--- src/rtl/distortion_sequencer.sv ---
// rtl/distortion_sequencer.sv - stereo distortion sequencer sharing one multiply/clip datapath
// Config is shadowed and applied at frame start; gain ramps toward the pending target per frame.
module distortion_sequencer #(
    parameter int GAIN_MAX  = 128,
    parameter int RAMP_STEP = 1
) (
    input  logic               clk,
    input  logic               reset,
    input  logic signed [15:0] leftSampleIn,
    input  logic signed [15:0] rightSampleIn,
    input  logic               sampleValid,
    output logic signed [15:0] leftSampleOut,
    output logic signed [15:0] rightSampleOut,
    output logic               sampleReady,
    output logic               busy,
    output logic               overrun,
    input  logic signed [15:0] gainTarget,
    input  logic signed [31:0] threshold,
    input  logic [1:0]         mode,
    input  logic               cfgLoad,
    output logic signed [15:0] gainActive
);

    typedef enum logic [2:0] {IDLE, MUL_L, CLIP_L, MUL_R, CLIP_R, DONE} state_t;

    localparam logic signed [15:0] STEP16 = 16'(RAMP_STEP);
    localparam logic signed [16:0] STEP17 = 17'(RAMP_STEP);

    state_t             state, state_next;
    logic signed [15:0] lat_l, lat_r, res_l;
    logic [1:0]         act_mode, pend_mode;
    logic signed [31:0] act_thr, pend_thr;
    logic signed [15:0] pend_gain;
    logic signed [31:0] product;

    logic signed [15:0] mul_a, clip_sample, clip_result, gain_ramped, cfg_gain;
    logic signed [31:0] mul_p, neg_thr, cfg_thr;
    logic signed [16:0] gain_diff;
    logic               ramp_en;

    always_comb begin
        state_next = state;
        case (state)
            IDLE:    if (sampleValid) state_next = MUL_L;
            MUL_L:   state_next = CLIP_L;
            CLIP_L:  state_next = MUL_R;
            MUL_R:   state_next = CLIP_R;
            CLIP_R:  state_next = DONE;
            DONE:    state_next = IDLE;
            default: state_next = IDLE;
        endcase
    end

    // One multiplier and one clip unit, steered by the current channel phase
    always_comb begin
        mul_a       = (state == MUL_R) ? lat_r : lat_l;
        mul_p       = 32'(mul_a) * 32'(gainActive);
        clip_sample = (state == CLIP_R) ? lat_r : lat_l;
        neg_thr     = -act_thr;
        clip_result = clip_sample;
        case (act_mode)
            2'd1: begin
                if (product > act_thr)      clip_result = act_thr[15:0];
                else if (product < neg_thr) clip_result = neg_thr[15:0];
                else                        clip_result = product[15:0];
            end
            2'd2:    if (clip_sample[15]) clip_result = '0;
            default: ;
        endcase
    end

    always_comb begin
        gain_diff = 17'(pend_gain) - 17'(gainActive);
        if (gain_diff > STEP17)       gain_ramped = gainActive + STEP16;
        else if (gain_diff < -STEP17) gain_ramped = gainActive - STEP16;
        else                          gain_ramped = pend_gain;
        // Bypass modes freeze the ramp so it resumes where it left off
        ramp_en = (pend_mode == 2'd1) || (pend_mode == 2'd2);

        if (gainTarget < 0)             cfg_gain = '0;
        else if (gainTarget > GAIN_MAX) cfg_gain = 16'(GAIN_MAX);
        else                            cfg_gain = gainTarget;
        if (threshold < 0)              cfg_thr = '0;
        else if (threshold > 32'sd32767) cfg_thr = 32'sd32767;
        else                            cfg_thr = threshold;
    end

    always_ff @(posedge clk) begin
        if (reset) begin
            state          <= IDLE;
            lat_l          <= '0;
            lat_r          <= '0;
            res_l          <= '0;
            act_mode       <= 2'd0;
            act_thr        <= 32'sd32767;
            pend_mode      <= 2'd0;
            pend_thr       <= 32'sd32767;
            pend_gain      <= 16'sd1;
            gainActive     <= 16'sd1;
            product        <= '0;
            leftSampleOut  <= '0;
            rightSampleOut <= '0;
            overrun        <= 1'b0;
        end else begin
            state <= state_next;
            if (cfgLoad) begin
                pend_gain <= cfg_gain;
                pend_thr  <= cfg_thr;
                pend_mode <= mode;
            end
            if (sampleValid && state != IDLE) overrun <= 1'b1;
            case (state)
                IDLE: if (sampleValid) begin
                    lat_l    <= leftSampleIn;
                    lat_r    <= rightSampleIn;
                    act_mode <= pend_mode;
                    act_thr  <= pend_thr;
                    if (ramp_en) gainActive <= gain_ramped;
                end
                MUL_L, MUL_R: product <= mul_p;
                CLIP_L:       res_l <= clip_result;
                CLIP_R: begin
                    leftSampleOut  <= res_l;
                    rightSampleOut <= clip_result;
                end
                default: ;
            endcase
        end
    end

    assign sampleReady = (state == DONE);
    assign busy        = (state != IDLE);

endmodule

--- config.mk ---
export PLATFORM = sky130hd
export DESIGN_NAME = distortion_sequencer
export DESIGN_NICKNAME = d
export VERILOG_FILES = /design/src/rtl/distortion_sequencer.sv
export SDC_FILE = /design/constraint.sdc
export NUM_CORES = 1
export LEC_CHECK = 0
export ABC_CLOCK_PERIOD_IN_PS = 8300
export CORE_UTILIZATION = 50
export DETAILED_ROUTE_END_ITERATION = 7
export DONT_BUFFER_PORTS = 1
export SLEW_MARGIN = 30
export SYNTH_ARGS = -nofsm -noshare
export SYNTH_HDL_FRONTEND = slang
export SYNTH_SLANG_ARGS = --single-unit
export TNS_END_PERCENT = 10
--- constraint.sdc ---
create_clock -name clk -period 8.3 [get_ports clk]
set_clock_uncertainty 0.1 [all_clocks]
set_input_delay 1.245 -clock clk [delete_from_list [all_inputs] [get_ports clk]]
set_output_delay 1.245 -clock clk [all_outputs]
set_load 0.01 [all_outputs]
==> reports/metrics.cfg, run 1 <==
[logic_synthesis]
synth_seq_area_share = 0.1934
syn_area_per_cell_um2 = 8.179
synth_common_cells = 417 x nand2_1, 402 x inv_1, 263 x fa_1
synth_edf_count = 0
synth_top_area_share = 0.2388
ys_async_sr_fraction = 0
yosys.area.top_type = fa_1
synth.most_common_cell = nand2_1
ys_ff_latch = 213
synth.area.top_cells = fa_1 24%, dfxtp_1 19%, ha_1 9.3%
synth_area_um2 = 22040
synth_cells = 2695
synth_fp_nets = 3208
synthFlopType = dfxtp_1
ys_types = 87
ys.warnings.count = 0

[final_layout]
fill_cells = 4127
multi_input_area_um2 = 15800
finalInstanceArea_um2 = 23450
drive_gt1_frac = 0.05501
antenna_cells = 0
final_nets = 3151
areaGrowthSynthToFinish_pct = 6.369
regArea_um2 = 4264

[critical_path]
critical_path.endpoint = product[31]$_SDFFE_PP0P_
path_class = register to register
reg2reg_setup_slack_ps = 400
start_kind = register
arrival_ps = 8230
critPathCaptureType = register
reg2reg_to = product[31]$_SDFFE_PP0P_
cp_max_fo = 26
worst_ep_required_time_ps = 8630
r2r_cells = 25
timing.rr.start = state[0]$_SDFFE_PP0P_
startpoint = state[0]$_SDFFE_PP0P_

[routing]
vias = 18604
drc = 0
ant_nets = 0
drt-initial-drc-count = 1638
firstDrtPassIters = 6
wirelength_mm = 65.09
post_drt_via_cell_ratio = 5.744
wl_per_cell_um = 20.10

[sta]
relSlewSlack = 0.3435
timing.fmax_mhz = 126.5
fin_setup_tns_ps = 0
layout_min_cycle_time_ps = 7903
rsz0062_at_grt = no
finalCritPeriodShare = 0.9522
worst_pin_slew_ps = 984.7
hold_viol_final = 0
finalSetupViolations = 0
maxSlewViolCount = 0

[global_route]
antenna_found_initial = 1
grt_pass1_vias = 18585
grt-ovfl-total = 0
grt_pass1_wl_mm = 104.1
grt_use_total = 0.2994
grt_max_degree = 138

[clocking]
post_cts_buffers = 0
numCtsBuffers = 25
htree_levels = 1
clock_sinks = 213
cts-resized-gates = 0
clk_pin_slew_ps = 70
cts-root-buf = clkbuf_16
insertion_delay_ps = 550
cts_tree = built
postCtsHoldBufs = 0
clock_path_buffers = 3

[floorplanning]
core_area_um2 = 43270
start_util = 0.5095
io_pins = 137
die_h_um = 212.0
rows = 76
fp.dieW_um = 212.0
dieArea_um2 = 44930

[pwr]
ir_drop_mv = 0.1284
total_leakage_power_nw = 10.75
cellPowerDensity_nw_per_um2 = 133.3

[min_path]
min_from = pend_thr[18]$_SDFFE_PP0P_
hp-class = register to register

[placed_design]
portBuffers = 0
dp_hpwl_mm = 52.06
dpl_cell_area_um2 = 22630
gp_congestion = 0.9306

[job]
cap_violations = 0

[outcome]
outcome = finished, final reports clean

## cells in the final DEF (no fill, tap or decap), types with 6 or more instances in the layout
| cell type | n |
|---|---|
| a2111oi_0 | 6 |
| a211oi_1 | 21 |
| a21o_1 | 41 |
| a21oi_1 | 210 |
| a22o_1 | 7 |
| a31o_2 | 12 |
| a31oi_1 | 19 |
| and2_1 | 41 |
| and3_1 | 21 |
| and4_1 | 6 |
| buf_4 | 42 |
| clkbuf_16 | 25 |
| dfxtp_1 | 213 |
| fa_1 | 263 |
| ha_1 | 164 |
| inv_1 | 401 |
| mux2_2 | 22 |
| mux2i_1 | 20 |
| nand2_1 | 417 |
| nand2b_1 | 16 |
| nand3_1 | 46 |
| nand4_1 | 23 |
| nor2_1 | 179 |
| nor2b_1 | 9 |
| nor3_1 | 54 |
| nor4_1 | 20 |
| o211ai_1 | 30 |
| o21a_1 | 12 |
| o21ai_0 | 94 |
| o311a_1 | 7 |
| o31ai_1 | 9 |
| or3_1 | 8 |
| xnor2_1 | 61 |
| xor2_1 | 15 |
## worst max-delay path, stage by stage, from the launching register on
cell	delay, ps
dfxtp_1	400
nor2b_2	200
nand2_1	70
buf_4	380
mux2_2	550
and2_1	240
fa_1	530
inv_1	50
fa_1	490
fa_1	510
inv_1	50
fa_1	460
fa_1	540
inv_1	50
fa_1	520
inv_1	40
ha_1	330
and3_1	230
and3_1	180
a41oi_1	300
o21ai_0	330
a31o_2	360
o311a_1	280
o21ai_0	210
mux2i_1	100
o41ai_1	240
## per-stage QoR
| step | cells | utilization | hold slack [ps] | total power [mW] | setup slack (ps) |
|---|---|---|---|---|---|
| CTS | 3239 | 0.5419 | 346.6 | 3.146 | 465.6 |
| detailed placement | 3196 | 0.5231 | 338.8 | 2.038 | 522.0 |
| global placement | 3196 | 0.5231 | 334.1 | 2.033 | 615.3 |
| global route | 3239 | 0.5419 | 367.1 | 3.290 | 2.059 |
| floorplan | 2695 | - | 327.3 | 1.778 | 846.2 |
| finish | 3239 | 0.5419 | 348.4 | 3.126 | 397.1 |
## per-layer routing
layer  GRT usage  wire length [um]  vias up
met5           0                 9        -
met4     0.05947              1195        2
met3     0.05377              4842       77
met2      0.4715             29240      600
met1      0.4298             29810     9190
li1            -                 -     8735
## flip-flops by register name, indices dropped and copies added (netlist names)
| signal | count |
|---|---|
| gainActive | 16 |
| act_mode | 2 |
| act_thr | 31 |
| pend_gain | 15 |
| lat_r | 16 |
| rightSampleOut | 16 |
| product | 32 |
| overrun | 1 |
| pend_thr | 31 |
| pend_mode | 2 |
| leftSampleOut | 16 |
| state | 3 |
| lat_l | 16 |
| res_l | 16 |
## power by group
part           internal [mW]  total [mW]  switching [mW]  leakage [nW]
clock network          0.647        1.10           0.452         0.400
logic                  0.302       0.879           0.576          8.62
registers               1.08        1.15          0.0702          1.73
total                   2.03        3.13            1.10          10.7
## worst min path at each step
stage / end / slack (ps) / cells past startpoint
detailed placement: act_thr[29]$_SDFFE_PP0P_ / 340 / 2
floorplan: act_thr[22]$_SDFFE_PP0P_ / 330 / 2
CTS: act_thr[27]$_SDFFE_PP0P_ / 350 / 2
finish: act_thr[18]$_SDFFE_PP0P_ / 350 / 2
global route: act_thr[27]$_SDFFE_PP0P_ / 370 / 2
global placement: act_thr[25]$_SDFFE_PP0P_ / 330 / 2
## layout make-up
cell class | count | share of cell area
Sequential cell | 213 | 0.1819
Timing Repair Buffer | 42 | 0.01345
Clock inverter | 10 | 0.005443
Multi-Input combinational cell | 1949 | 0.6736
Inverter | 407 | 0.06515
Clock buffer | 33 | 0.02924
Tap cell | 585 | 0.03122
## kinds of logic (layout without fill, tap and decap cells)
group | after synthesis | after routing | share of synthesized area
flops | 213 | 213 | 0.1934
xor+xnor | 76 | 76 | 0.03020
fa+ha+maj | 427 | 427 | 0.3319
simple gates | 873 | 873 | 0.1782
compound gates | 530 | 530 | 0.1543
buf+inv | 533 | 492 | 0.09104
mux | 43 | 43 | 0.02083
Power figures use the tool's default switching activity.
==> run 2: changes to the inputs <==
--- a/config.mk
+++ b/config.mk
@@ -7,7 +7,7 @@
 export LEC_CHECK = 0
 export ABC_CLOCK_PERIOD_IN_PS = 8300
-export CORE_UTILIZATION = 50
+export CORE_UTILIZATION = 60
 export DETAILED_ROUTE_END_ITERATION = 7
-export DONT_BUFFER_PORTS = 1
+export PLACE_DENSITY = 0.8
 export SLEW_MARGIN = 30
 export SYNTH_ARGS = -nofsm -noshare
==> constraint.sdc (replaced) <==
create_clock -name clk -period 8.3 [get_ports clk]
set_clock_uncertainty 0.1 [all_clocks]
set_input_delay 1.66 -clock clk [delete_from_list [all_inputs] [get_ports clk]]
set_output_delay 1.66 -clock clk [all_outputs]
set_load 0.01 [all_outputs]
==> reports/metrics.cfg, run 2 (synthesized netlist as in run 1, its figures left out) <==
[critical_path]
critPathCaptureType = register
critPathBufInv = 8
r2r_cells = 25
worstSetupPathDepth = 25
start_kind = register
cpMostUsedCell = inv_1
arrival_ps = 8180
crit_family = adder cells
reg2reg_to = product[28]$_SDFFE_PP0P_
reg2reg_setup_slack_ps = 470
cp_slowest_cell = dfxtp_1
timing.rr.start = gainActive[1]$_SDFFE_PP0P_
path_class = register to register
startpoint = gainActive[1]$_SDFFE_PP0P_
cp_max_fo = 16
worst_ep_required_time_ps = 8650
critical_path.max_stage_delay_ps = 910
critical_path.endpoint = product[28]$_SDFFE_PP0P_

[final_layout]
fill_cells = 2996
largest_register_ff_count = 32
areaGrowthSynthToFinish_pct = 11.82
layout.cells.non_filler = 3250
final_common_cell = nand2_1
antenna_cells = 0
layout_common_cells = 416 x nand2_1, 401 x inv_1, 263 x fa_1
drive_gt1_frac = 0.05378
biggestRegsByFlops = product: 32 flops, act_thr: 31 flops, pend_thr: 31 flops
regMostFlops = product
final_nets = 3284

[min_path]
hp-class = register to register

[floorplanning]
fp.dieW_um = 193.7
core_area_um2 = 35830
start_util = 0.6153
dieArea_um2 = 37510
io_pins = 137
die_h_um = 193.7
rows = 69

[sta]
worst_pin_slew_ps = 912.4
fin_setup_tns_ps = 0
hold_viol_final = 0
rsz0062_at_grt = no
timing.fmax_mhz = 127.7
layout_min_cycle_time_ps = 7833
finalCritPeriodShare = 0.9438
finalSetupViolations = 0
relSlewSlack = 0.3909
maxSlewViolCount = 0

[global_route]
grt_use_total = 0.3595
grt-ovfl-total = 0
grt_max_degree = 82
use_met3 = 0.07010
antenna_found_initial = 1
met1_usage = 0.4880
grt_busiest_layer = met2
grt_pass1_wl_mm = 107.2
gr-usage-met2 = 0.5840
grt_pass1_vias = 19860

[pwr]
ir_drop_mv = 0.1552
total_leakage_power_nw = 11.26
total_power_mw = 3.225
cellPowerDensity_nw_per_um2 = 130.8

[clocking]
clock_sinks = 213
cts_tree = built
clk_pin_slew_ps = 60
insertion_delay_ps = 570
clock_path_buffers = 3
post_cts_buffers = 0
htree_levels = 1
numCtsBuffers = 24
cts-root-buf = clkbuf_16

[placed_design]
portBuffers = 136
dp_cells = 3206
dp_hpwl_mm = 51.34
gp_congestion = 1.008

[outcome]
outcome = finished, final reports clean

[routing]
wirelength_mm = 65.93
drt-initial-drc-count = 1752
drc = 0
firstDrtPassIters = 6
vias = 19862
wl_per_cell_um = 20.28
post_drt_via_cell_ratio = 6.111
ant_nets = 0

[job]
cap_violations = 0

## run 2: changes by cell type in the layout (fill, tap and decap cells not counted), sizes merged
cell and delta:
clkinv +2, inv +1, clkbuf -2, buf -1, clkdlybuf4s50 +135
## run 2: worst reg2reg max path: stages, from the launching register on
cell      delay, ps
dfxtp_1         910
clkinv_1        740
nor2_1          360
fa_1            450
inv_1            80
fa_1            400
inv_1            70
ha_1            160
inv_1            60
fa_1            530
inv_1            50
fa_1            470
inv_1            50
fa_1            530
inv_1            40
ha_1            390
a2111o_1        400
a21oi_1         250
o31ai_1         170
buf_4           180
a31oi_1         470
o211ai_1        220
a31oi_1         250
xnor2_1         150
nand2_1          70
a21oi_1         170
## run 2: timing repair
action,in CTS,in global routing
hold buffers,0,0
gates resized for setup,0,5
setup endpoints to repair,0,6
hold endpoints to repair,0,0
## run 2: per-stage QoR
step	setup slack [ps]	hold slack [ps]	util	cell area [um2]
after floorplan	846.2	327.3	-	22040
after global placement	411.8	333.6	0.6647	23820
after detailed placement	148.0	338.7	0.6647	23820
after CTS	82.09	348.2	0.6876	24630
after global routing	69.25	365.1	0.6880	24650
final	466.6	345.1	0.6880	24650
## run 2: cell type report
type	count	area, um2	share of cell area
Multi-Input combinational cell	1949	15810	0.6412
Sequential cell	213	4264	0.1730
Timing Repair Buffer	176	1659	0.06731
Clock inverter	13	150.1	0.006091
Clock buffer	31	666.9	0.02705
Inverter	407	1528	0.06198
Tap cell	461	576.8	0.02340
## run 2: how the worst min path moves through the flow
stage | start | endpoint | cells after the start
2_1_floorplan | pend_thr[22]$_SDFFE_PP0P_ | act_thr[22]$_SDFFE_PP0P_ | 2
3_3_place_gp | pend_thr[20]$_SDFFE_PP0P_ | act_thr[20]$_SDFFE_PP0P_ | 2
3_5_place_dp | pend_thr[22]$_SDFFE_PP0P_ | act_thr[22]$_SDFFE_PP0P_ | 2
4_1_cts | pend_thr[22]$_SDFFE_PP0P_ | act_thr[22]$_SDFFE_PP0P_ | 2
5_1_grt | pend_thr[30]$_SDFFE_PP0P_ | act_thr[30]$_SDFFE_PP0P_ | 2
6_report | pend_thr[22]$_SDFFE_PP0P_ | act_thr[22]$_SDFFE_PP0P_ | 2
## run 2: power by group
| part | leakage, nW | total [mW] | internal (mW) | switching, mW |
|---|---|---|---|---|
| Sequential | 1.73 | 1.15 | 1.08 | 0.0732 |
| Clock | 0.402 | 1.12 | 0.638 | 0.481 |
| Combinational | 9.12 | 0.955 | 0.349 | 0.606 |
| Total | 11.3 | 3.23 | 2.07 | 1.16 |
## run 2: metal layers
layer	share of wire	vias up
li1	-	9016
met1	0.41	9717
met2	0.46	973
met3	0.096	156
met4	0.031	0
met5	0	-
